## src/rtl/mem_access.sv

```systemverilog
// Memory-access pipeline stage: branch resolution, data-memory request/ready handshake,
// upstream stall generation and the MEM/WB register. Optional wait-state timeout: MEM_TIMEOUT_EN.
module mem_access #(
  parameter int DATA_W         = 32,
  parameter int TIMEOUT_CYCLES = 16
) (
  input  logic              clk,
  input  logic              rst_n,
  input  logic [1:0]        wb_ctl,
  input  logic              branch,
  input  logic              memread,
  input  logic              memwrite,
  input  logic              zero,
  input  logic [DATA_W-1:0] EX_MEM_NPC,
  input  logic [DATA_W-1:0] alu_result,
  input  logic [DATA_W-1:0] rdata2,
  input  logic [4:0]        rd,
  output logic              mem_req,
  output logic              mem_we,
  output logic [DATA_W-1:0] mem_addr,
  output logic [DATA_W-1:0] mem_wdata,
  input  logic              mem_ready,
  input  logic [DATA_W-1:0] mem_rdata,
  output logic              pcsrc,
  output logic [DATA_W-1:0] branch_target,
  output logic              stall,
  output logic [1:0]        mem_wb_ctl,
  output logic [DATA_W-1:0] mem_wb_rdata,
  output logic [DATA_W-1:0] mem_wb_alu,
  output logic [4:0]        mem_wb_rd,
  output logic              mem_err
);

  typedef enum logic [0:0] {
    IDLE = 1'b0,
    WAIT = 1'b1
  } state_t;

  state_t state_r;
  state_t state_nxt_s;

  logic acc_s;
  logic timeout_s;
  logic mem_req_s;
  logic stall_s;
  logic bubble_s;

  logic [1:0]        wb_ctl_r;
  logic [DATA_W-1:0] wb_rdata_r;
  logic [DATA_W-1:0] wb_alu_r;
  logic [4:0]        wb_rd_r;

  assign acc_s = memread | memwrite;

  // The handshake and branch outputs are combinational but must vanish the instant reset asserts.
  assign mem_req       = rst_n & mem_req_s;
  assign stall         = rst_n & stall_s;
  assign pcsrc         = rst_n & branch & zero;
  assign branch_target = EX_MEM_NPC;
  assign mem_we        = memwrite;
  assign mem_addr      = alu_result;
  assign mem_wdata     = rdata2;

`ifdef MEM_TIMEOUT_EN
  localparam int CNT_W = (TIMEOUT_CYCLES > 1) ? $clog2(TIMEOUT_CYCLES + 1) : 1;

  logic [CNT_W-1:0] cnt_r;
  logic             err_r;

  // Final unanswered wait cycle: abandon the access instead of stalling again.
  assign timeout_s = (state_r == WAIT) && !mem_ready &&
                     (cnt_r == CNT_W'(TIMEOUT_CYCLES - 1));

  // Wait-state counter, cleared whenever the FSM is not sitting in an unanswered WAIT.
  always_ff @(posedge clk or negedge rst_n) begin
    if (!rst_n) begin
      cnt_r <= {CNT_W{1'b0}};
    end else if ((state_r == WAIT) && !mem_ready && !timeout_s) begin
      cnt_r <= cnt_r + {{(CNT_W-1){1'b0}}, 1'b1};
    end else begin
      cnt_r <= {CNT_W{1'b0}};
    end
  end

  // Sticky timeout error flag.
  always_ff @(posedge clk or negedge rst_n) begin
    if (!rst_n) begin
      err_r <= 1'b0;
    end else if (timeout_s) begin
      err_r <= 1'b1;
    end else begin
      err_r <= err_r;
    end
  end

  assign mem_err = err_r;
`else
  assign timeout_s = 1'b0;
  assign mem_err   = 1'b0;
`endif

  // FSM state register.
  always_ff @(posedge clk or negedge rst_n) begin
    if (!rst_n) begin
      state_r <= IDLE;
    end else begin
      state_r <= state_nxt_s;
    end
  end

  // FSM next-state logic.
  always_comb begin
    state_nxt_s = state_r;
    case (state_r)
      IDLE: begin
        if (acc_s && !mem_ready) begin
          state_nxt_s = WAIT;
        end else begin
          state_nxt_s = IDLE;
        end
      end
      WAIT: begin
        if (mem_ready || timeout_s) begin
          state_nxt_s = IDLE;
        end else begin
          state_nxt_s = WAIT;
        end
      end
      default: state_nxt_s = IDLE;
    endcase
  end

  // FSM outputs: request, stall and bubble insertion.
  always_comb begin
    mem_req_s = 1'b0;
    stall_s   = 1'b0;
    case (state_r)
      IDLE: begin
        mem_req_s = acc_s;
        stall_s   = acc_s & ~mem_ready;
      end
      WAIT: begin
        mem_req_s = 1'b1;
        stall_s   = ~mem_ready & ~timeout_s;
      end
      default: begin
        mem_req_s = 1'b0;
        stall_s   = 1'b0;
      end
    endcase
  end

  // A stalled or timed-out cycle must not retire anything into write-back.
  assign bubble_s = stall_s | timeout_s;

  // MEM/WB pipeline register, loaded every cycle.
  always_ff @(posedge clk or negedge rst_n) begin
    if (!rst_n) begin
      wb_ctl_r   <= 2'b00;
      wb_rdata_r <= {DATA_W{1'b0}};
      wb_alu_r   <= {DATA_W{1'b0}};
      wb_rd_r    <= 5'd0;
    end else begin
      wb_ctl_r   <= bubble_s ? 2'b00 : wb_ctl;
      wb_rdata_r <= mem_rdata;
      wb_alu_r   <= alu_result;
      wb_rd_r    <= rd;
    end
  end

  assign mem_wb_ctl   = wb_ctl_r;
  assign mem_wb_rdata = wb_rdata_r;
  assign mem_wb_alu   = wb_alu_r;
  assign mem_wb_rd    = wb_rd_r;

endmodule

```

## config.mk

```make
export PLATFORM = sky130hd
export DESIGN_NAME = mem_access
export DESIGN_NICKNAME = d
export VERILOG_FILES = /design/src/rtl/mem_access.sv
export SDC_FILE = /design/constraint.sdc
export NUM_CORES = 1
export LEC_CHECK = 0
export CELL_PAD_IN_SITES_DETAIL_PLACEMENT = 1
export CELL_PAD_IN_SITES_GLOBAL_PLACEMENT = 2
export CORE_MARGIN = 3
export CORE_UTILIZATION = 13
export DETAILED_ROUTE_END_ITERATION = 8
export PLACE_DENSITY_LB_ADDON = 0.08
export SKIP_LAST_GASP = 1
export SLEW_MARGIN = 20
export SYNTH_ARGS = -nofsm -noshare
export SYNTH_HDL_FRONTEND = slang
export SYNTH_SLANG_ARGS = --single-unit
```

## constraint.sdc

```tcl
create_clock -name clk -period 1.05 [get_ports clk]
set_input_delay 0.1575 -clock clk [delete_from_list [all_inputs] [get_ports clk]]
set_output_delay 0.1575 -clock clk [all_outputs]
set_load 0.03 [all_outputs]
```

==> flow_metrics.env <==
export IMPL_slowest_stage="dfrtp_1"
export IMPL_worstSetupEndpointType="output pin"
export IMPL_wl_per_cell_um=13.6
export IMPL_grt_setup_unrepaired="true"
export IMPL_grt_overflow_total=0
export IMPL_antenna_found_initial=0
export IMPL_drv_max_cap_violation_count=0
export IMPL_finalWirelength_um=7440
export IMPL_multi_input_area_um2=63.8
export IMPL_syn_nets=320
export IMPL_cts_tree="yes"
export IMPL_htreeDepth=3
export IMPL_synth_seq_area_share_pct=69.6
export IMPL_hold_ws_ns=0.256
export IMPL_startpoint_type="register"
export IMPL_dp_slack_ns=-0.232
export IMPL_syn_cell_area_mm2=0.00259
export IMPL_dr_pass1_iters=3
export IMPL_powerDensity_mw_per_mm2=1790
export IMPL_hpwl_um=5660
export IMPL_cts_sinks=72
export IMPL_syn_to_final_growth_pct=71.8
export IMPL_track_usage_pct=7.02
export IMPL_grt_max_degree=45
export IMPL_ant_nets=0
export IMPL_crit_arrival_ns=1.12
export IMPL_fill_cells=2146
export IMPL_status="finished with violations"
export IMPL_p_leak_nw=1.99
export IMPL_fin_skew_ns=0.000115
export IMPL_drc=0
export IMPL_cts_made_buffers=9
export IMPL_rows=50
export IMPL_worstPathRequired_ns=0.89
export IMPL_grt_pass1_wl_um=11400
export IMPL_routed_via_density=2.88
export IMPL_setup_violations=2
export IMPL_ys_types=9
export IMPL_ios=314
export IMPL_synth_seq_cells=72
export IMPL_timing_final_crit_period_ns=1.28
export IMPL_max_vdd_ir_drop_mv=0.710
export IMPL_ys_warnings_count=0
export IMPL_hold_viol_final=0
export IMPL_synth_area_per_cell_um2=14.6
export IMPL_fin_crit_sh_pct=122
export IMPL_port_buffers=184
export IMPL_regArea_mm2=0.00180
export IMPL_critPathMaxStageDelay_ns=0.39
export IMPL_violations="setup timing"
export IMPL_coreArea_mm2=0.0191
export IMPL_path_cells="nor3_4, nor2b_1, buf_4"
export IMPL_synthCells=178
export IMPL_hp_class="in -> reg"
export IMPL_drive_above_1_share_pct=45.8
export IMPL_fin_nets=423
export IMPL_vias=1572
export IMPL_drt_iter0_drc=20
export IMPL_dieArea_mm2=0.0217
export IMPL_grt_pass1_vias=1789
export IMPL_clk_path_buf_depth=2
export IMPL_crit_fanout=3
export IMPL_place_gp_congestion=0.612
export IMPL_slew_viol_final=0
export IMPL_fmax_mhz=782
export IMPL_setup_worst_path_class="reg -> out"
export IMPL_total_power_mw=7.95
export IMPL_die_x_um=147
export IMPL_antenna_cells=0
export IMPL_clockRootBuffer="clkbuf_16"
export IMPL_initial_core_util_pct=13.5
export IMPL_worst_slack_ns=-0.228
export IMPL_die_h_um=147
export IMPL_clk_latency_ns=0.33
export IMPL_clk_pin_slew_ns=0.06
sequential cells by signal, indices dropped and copies added (netlist names):
register and count:
mem_wb_rdata 32, mem_wb_rd 5, state_r 1, mem_wb_ctl 2, mem_wb_alu 32
layout make-up:
type / count / share of cell area (%)
clock buffers: 11 / 5.68
flip-flops and latches: 72 / 40.5
repair buffers: 190 / 42.8
multi-input cells: 8 / 1.43
clock inverters: 5 / 2.31
well taps: 260 / 7.31
routing by layer:
| layer | wire length (um) | track usage, % | share of wire (%) | vias to the layer above |
|---|---|---|---|---|
| met1 | 2610 | 7.24 | 35 | 764 |
| met2 | 3720 | 11.1 | 50 | 127 |
| met3 | 909 | 4.23 | 12 | 26 |
| li1 | - | - | - | 655 |
| met4 | 199 | 3.87 | 2.7 | 0 |
| met5 | 0 | 0 | 0 | - |
placed cells by master, fill, tap and decap left out:
| cell | n |
|---|---|
| and3_1 | 1 |
| buf_12 | 5 |
| buf_4 | 48 |
| buf_6 | 60 |
| bufinv_16 | 3 |
| clkbuf_16 | 9 |
| clkbuf_8 | 2 |
| clkdlybuf4s50_1 | 74 |
| clkinv_2 | 1 |
| clkinvlp_4 | 1 |
| conb_1 | 1 |
| dfrtp_1 | 72 |
| dlygate4sd2_1 | 2 |
| dlygate4sd3_1 | 1 |
| nor2_1 | 1 |
| nor2b_1 | 1 |
| nor3_4 | 1 |
| nor3b_2 | 1 |
| o21a_1 | 2 |
kinds of logic after synthesis:
group,count (synthesis),synth area share (%)
AOI/OAI and AO/OA,2,0.580
buffers and inverters,98,28.4
other,1,0.145
and+or+nand+nor,5,1.30
DFF,72,69.6
worst max-delay path, delay by kind of cell, from the launching register on:
kind / cells / cell delay, ns
buffers and inverters: 1 / 0.17
and+or+nand+nor: 2 / 0.23
DFF: 1 / 0.39
cell usage after synthesis, drive strengths merged:
cell	count	area share, %
nor2	1	0.14
and3	1	0.24
nor2b	1	0.24
conb	1	0.14
nor3	1	0.39
buf	98	28
dfrtp	72	70
nor3b	1	0.29
o21a	2	0.58
power breakdown:
part	internal [mW]	leakage [nW]	total (mW)	switching (mW)
registers	2.92	0.841	2.98	0.0662
clock network	2.45	0.172	3.67	1.22
logic	0.631	0.972	1.30	0.667
timing repair:
item | 4_1_cts | 5_1_grt
endpoints found under the hold margin | 72 | 0
setup endpoints to repair | 22 | 60
pin swaps | 2 | 0
hold buffers | 1 | 0
buffers inserted | 1 | 0
resized for setup | 19 | 44
stage by stage:
| stage | TNS [ns] | area [um^2] | cells | utilization [%] |
|---|---|---|---|---|
| after detailed placement | -0.944 | 3850 | 528 | 20.1 |
| after CTS | -0.559 | 4290 | 546 | 22.4 |
| after global routing | -0.803 | 4450 | 546 | 23.2 |
| final | -0.454 | 4450 | 546 | 23.2 |
| after global placement | -0.773 | 3850 | 528 | 20.1 |
| after floorplan | 0 | 2590 | 178 | - |
path summary, 6_finish.rpt:
check	to	slack, ns	cells after the start	from
min in group asynchronous	mem_wb_rdata[29]	0.48	3	rst_n
max in group asynchronous	mem_wb_alu[24]	0.20	3	rst_n
worst min-delay path	mem_wb_rdata[27]	0.26	1	mem_rdata[27]
worst min register to register	state_r	0.79	4	state_r
worst max register to register	mem_wb_ctl[0]	0.10	4	state_r
worst max-delay path	mem_req	-0.23	3	state_r
(Power assumes the default switching activity.)
